## config.mk

```make
export PLATFORM = sky130hd
export DESIGN_NAME = branch_resolve_unit
export DESIGN_NICKNAME = d
export VERILOG_FILES = /design/src/rtl/branch_resolve_unit.sv
export SDC_FILE = /design/constraint.sdc
export NUM_CORES = 1
export LEC_CHECK = 0
export BUFFER_PORTS_ARGS = -buffer_cell sky130_fd_sc_hd__buf_2
export CAP_MARGIN = 30
export CORE_UTILIZATION = 52
export DETAILED_ROUTE_END_ITERATION = 12
export PLACE_DENSITY = 0.8
export SLEW_MARGIN = 10
export SYNTH_ARGS = -nofsm -noshare
export SYNTH_HDL_FRONTEND = slang
export SYNTH_SLANG_ARGS = --single-unit
export TNS_END_PERCENT = 50
```

## constraint.sdc

```tcl
create_clock -name clk -period 3.7 [get_ports clk]
set_clock_uncertainty 0.2 [all_clocks]
set_input_delay 0.555 -clock clk [delete_from_list [all_inputs] [get_ports clk]]
set_output_delay 0.555 -clock clk [all_outputs]
set_load 0.05 [all_outputs]
```

## src/rtl/branch_resolve_unit.sv

```systemverilog
// Branch resolve unit: EX-stage branch resolution, BHT direction prediction, registered redirect.
// Optional performance counters are enabled by defining BRANCH_STATS_EN.
module branch_resolve_unit #(
    parameter int unsigned XLEN        = 32,
    parameter int unsigned BHT_ENTRIES = 64,
    parameter logic [1:0]  CTR_INIT    = 2'b01
) (
    input  logic              clk,
    input  logic              rst_n,
    input  logic [XLEN-3:0]   f_pc,
    output logic              f_pred_taken,
    input  logic              r_valid,
    input  logic [1:0]        r_mode,
    input  logic [XLEN-3:0]   r_pc,
    input  logic [XLEN-1:0]   r_imm,
    input  logic [XLEN-1:0]   r_alu,
    input  logic              r_alu_z,
    input  logic              r_cmp_z,
    input  logic              r_cmp_inv,
    input  logic              r_pred_taken,
    output logic              redirect,
    output logic [XLEN-3:0]   redirect_pc,
    output logic              squash
`ifdef BRANCH_STATS_EN
    ,
    output logic [31:0]       stat_branches,
    output logic [31:0]       stat_mispredicts
`endif
);

    localparam int unsigned PCW  = XLEN - 2;
    localparam int unsigned IDXW = $clog2(BHT_ENTRIES);

    localparam logic [1:0] MODE_DIS = 2'b00;
    localparam logic [1:0] MODE_JMP = 2'b01;
    localparam logic [1:0] MODE_CMP = 2'b10;
    localparam logic [1:0] MODE_ALU = 2'b11;

    logic [1:0]     r_bht [BHT_ENTRIES];

    logic [IDXW-1:0] w_f_idx;
    logic [IDXW-1:0] w_r_idx;
    logic [PCW-1:0]  w_target;
    logic [PCW-1:0]  w_fall;
    logic [PCW-1:0]  w_next_pc;
    logic            w_taken;
    logic            w_mispredict;
    logic            w_accept;
    logic            w_bht_we;
    logic [1:0]      w_ctr_old;
    logic [1:0]      w_ctr_new;
    logic            w_unused;

    assign w_unused = ^{r_alu[1], r_imm[1:0]};

    // Lookup reads the registered counter: a same-cycle update is not bypassed.
    assign w_f_idx      = f_pc[IDXW-1:0];
    assign f_pred_taken = r_bht[w_f_idx][1];

    // The cycle carrying a redirect is wrong-path, so EX input is ignored.
    assign w_accept = r_valid && !redirect && (r_mode != MODE_DIS);
    assign w_fall   = r_pc + PCW'(1);

    always_comb begin
        w_target     = r_pc + r_imm[XLEN-1:2];
        w_taken      = 1'b0;
        w_mispredict = 1'b0;
        case (r_mode)
            MODE_JMP: begin
                w_taken      = 1'b1;
                w_mispredict = !r_pred_taken;
            end
            MODE_CMP: begin
                w_taken      = (r_cmp_z ? r_alu_z : r_alu[0]) ^ r_cmp_inv;
                w_mispredict = w_taken != r_pred_taken;
            end
            MODE_ALU: begin
                w_target     = r_alu[XLEN-1:2];
                w_taken      = 1'b1;
                w_mispredict = 1'b1;
            end
            default: begin
                w_taken      = 1'b0;
                w_mispredict = 1'b0;
            end
        endcase
    end

    assign w_next_pc = w_taken ? w_target : w_fall;

    // Saturating 2-bit counter step for the resolving index.
    assign w_r_idx   = r_pc[IDXW-1:0];
    assign w_bht_we  = w_accept && (r_mode == MODE_CMP);
    assign w_ctr_old = r_bht[w_r_idx];

    always_comb begin
        w_ctr_new = w_ctr_old;
        if (w_taken) begin
            if (w_ctr_old != 2'b11) w_ctr_new = w_ctr_old + 2'b01;
        end else begin
            if (w_ctr_old != 2'b00) w_ctr_new = w_ctr_old - 2'b01;
        end
    end

    always_ff @(posedge clk or negedge rst_n) begin
        if (!rst_n) begin
            for (int i = 0; i < int'(BHT_ENTRIES); i++) r_bht[i] <= CTR_INIT;
        end else if (w_bht_we) begin
            r_bht[w_r_idx] <= w_ctr_new;
        end
    end

    // One-cycle redirect pulse; it self-clears because the redirect cycle blocks acceptance.
    always_ff @(posedge clk or negedge rst_n) begin
        if (!rst_n) begin
            redirect    <= 1'b0;
            squash      <= 1'b0;
            redirect_pc <= '0;
        end else begin
            redirect    <= w_accept && w_mispredict;
            squash      <= w_accept && w_mispredict;
            if (w_accept && w_mispredict) redirect_pc <= w_next_pc;
        end
    end

`ifdef BRANCH_STATS_EN
    always_ff @(posedge clk or negedge rst_n) begin
        if (!rst_n) begin
            stat_branches    <= '0;
            stat_mispredicts <= '0;
        end else if (w_accept) begin
            stat_branches <= stat_branches + 32'd1;
            if (w_mispredict) stat_mispredicts <= stat_mispredicts + 32'd1;
        end
    end
`endif

endmodule

```

==> flow_summary.toml <==
[outcome]
status = "finished clean"

[detailed_routing]
postRouteAntennaNets = 0
totalWireLength_mm = 29.6
via_per_inst = 6.14
drcViolationCount = 0
via_count = 9591
dr.pass1.iters = 6
routedWlPerCell_um = 19.0
drt_iter0_drc = 816

[pwr]
leakagePower_uw = 0.00506
max-vdd-ir-drop_mv = 0.422
power_density_mw_per_mm2 = 433

[grt]
grt_pass1_vias = 9103
track_usage_pct = 29.6
grt_max_degree = 57
grt_remaining_overflow = 0
grt_antenna_before_repair = 0
grt_pass1_wl_mm = 46.2

[worst_setup_path]
slowest_stage = "mux4_2"
max_stage_delay_ps = 550
cp.required_ps = 2940
critPathLaunchType = "input port"
critical_path.reg2reg.startpoint = "r_bht[114]"
crit_top_cell = "mux4_2"
crit_fanout = 16
arrival_ps = 2620
endpoint_kind = "primary output"
worstSetupPathType = "in2out"
ff2ff_path_depth = 8
reg2reg_to = "r_bht[95]"
worstPathCellList = "buf_2 > buf_12 > mux4_2 > mux4_2 > mux4_2 > buf_2"
cp-startpoint = "f_pc[0]"
r2r_slack_ps = 780

[floorplan]
die_x_um = 143
num_rows = 51
start_util_pct = 53.0
dieHeight_um = 143
io_pins = 166
fp.dieArea_mm2 = 0.0203
core_mm2 = 0.0194

[cts]
root_buffer = "clkbuf_16"
cts_tree = "done"
path_clk_slew_ps = 70
cts_setup_buffers = 0
htreeDepth = 4
cts_made_buffers = 17
worst_skew_pair.late_latency_ps = 430
cts_buffer_depth = 2
cts_sinks = 159

[yosys]
synthMuxAreaShare_pct = 10.4
async_reset_ff_share_pct = 100
synth_area_per_cell_um2 = 8.99
yosysTopAreaCell = "dfrtp_1"
syn_area_mm2 = 0.0103
synth_compound_area_share_pct = 20.2
syn_nets = 1308
netlist_instances = 1144
ys.flop_type = "dfrtp_1"
synthXorXnorAreaFrac_pct = 4.56
seq_area_frac_synth_pct = 39.5
yosys_warnings = 0
synth_top_family_by_area = "compound AO/OA/AOI/OAI gates"
yosysTopAreaCellShare_pct = 23.1
synth-simple-area-share_pct = 17.7
synth-edff-count = 0
synth_fa_ha_area_share_pct = 4.06
ys_ff_latch = 159
synth.area.top_cells = "dfrtp_1 23%, dfstp_2 16%, nand2_1 9.1%"
synthDistinctLibCells = 70

[sta]
hold_slack_ps = 179
setup_violations = 0
fmax_mhz = 296
tightest_slew_ps = 805
rsz0062_at_grt = "false"
relSlewSlack_pct = 46.3
hold_violations = 0
period_needed_ps = 3380
post-route-period-util_pct = 91.3
setup-tns-final_ps = 0
slew_violations = 0

[place]
dp.final_hpwl_mm = 21.1
port_buffers = 138
placed_area_mm2 = 0.0114
gp_congestion = 0.992

[cells_and_area]
post-route-util_pct = 61.7
syn_to_final_growth_pct = 16.4
drive_gt1_share_pct = 25.1
antenna_cells = 0
nNetsFinal = 1448
postLayoutCellArea_mm2 = 0.0120

[worst_hold_path]
hold_path_end = "redirect_pc[20]"
hp-start = "r_alu[22]"
min_path_type = "in2reg"
whs_path_depth = 3

[flow_run]
maxCapViolations = 0
[cells by family (layout without fill, tap and decap cells)]
group	Yosys count	in the layout
AOI/OAI and AO/OA	343	343
xor gates and xnor gates	52	52
adders and majority gates	33	33
buffers and inverters	74	227
DFF	159	159
muxes	62	62
and+or+nand+nor	421	421
[routing by layer]
layer / wire [um] / GRT usage, %
met3: 2300 / 6.47
met2: 14200 / 47.7
met5: 0 / 0
met1: 12100 / 37.9
met4: 1040 / 14.5
[worst max-delay path by stage]
stage                            to  slack (ps)  cells after the start
floorplan              f_pred_taken          60                      5
global placement    redirect_pc[22]         160                     12
detailed placement  redirect_pc[22]         130                     12
CTS                    f_pred_taken         310                      6
global route              r_bht[95]         190                     10
finish                 f_pred_taken         320                      6
[area by class of cell]
cell class | count | area [um2]
Fill cell | 1644 | 7440
Multi-Input combinational cell | 911 | 5860
Sequential cell | 159 | 4060
Timing Repair Buffer | 182 | 1090
Clock buffer | 22 | 464
Tap cell | 265 | 332
Clock inverter | 10 | 106
Inverter | 13 | 48.8
[layout by cell type, fill, tap and decap left out, drive strengths merged, types with 10 or more instances in the layout]
cell	count
nand2	250
buf	181
o21ai	159
dfrtp	95
dfstp	64
nor2	63
a21oi	60
mux4	35
xnor2	32
nand3	31
ha	30
mux2i	22
clkbuf	22
o211ai	20
xor2	19
a21o	17
a211oi	17
nor3	16
inv	14
and2	13
a221oi	13
and3	12
a31oi	10
[flip-flops by register name, indices dropped and copies added, names as in the netlist]
name	flops
squash	1
redirect_pc	30
r_bht	128
[worst max-delay path, delay by kind of cell]
family | cells | cell delay [ps]
mux | 3 | 1560
buf+inv | 3 | 510
[through the flow]
stage | worst slack, ps | std cells | power (uW)
after floorplan | 64.3 | 1144 | 3020
after global placement | 161 | 1529 | 3430
after detailed placement | 133 | 1529 | 3450
after CTS | 315 | 1562 | 5160
after global routing | 190 | 1562 | 5370
final | 321 | 1562 | 5170
[power by group]
part / total [uW] / switching, uW / leakage [uW] / internal, uW
Clock: 1730 / 758 / 0.000277 / 973
Combinational: 1430 / 964 / 0.00285 / 461
Sequential: 2020 / 92.8 / 0.00193 / 1930
Total: 5170 / 1810 / 0.00506 / 3360
[what timing repair did]
item | in CTS | in global routing
hold buffers | 1 | 0
gates resized for setup | 0 | 0
hold endpoints to repair | 27 | 0
[Yosys cell counts, types with 6 or more instances]
| master | instances |
|---|---|
| xnor2_1 | 32 |
| o21ai_1 | 57 |
| ha_1 | 30 |
| buf_1 | 7 |
| xor2_1 | 19 |
| a21o_1 | 17 |
| a21oi_1 | 60 |
| dfrtp_1 | 95 |
| nand4_1 | 7 |
| o21ai_0 | 102 |
| a31oi_1 | 10 |
| clkbuf_1 | 32 |
| nand2_1 | 250 |
| nor3_1 | 15 |
| nor4_1 | 6 |
| mux2i_1 | 22 |
| buf_6 | 8 |
| a221oi_1 | 12 |
| a22oi_1 | 6 |
| o211ai_1 | 20 |
| buf_2 | 10 |
| mux4_2 | 35 |
| and2_1 | 12 |
| nor2_1 | 62 |
| nand3_1 | 31 |
| nor2b_1 | 6 |
| a211oi_1 | 16 |
| dfstp_2 | 64 |
| and3_1 | 12 |
| inv_1 | 12 |
No activity file was read; power rests on OpenSTA's default activity.
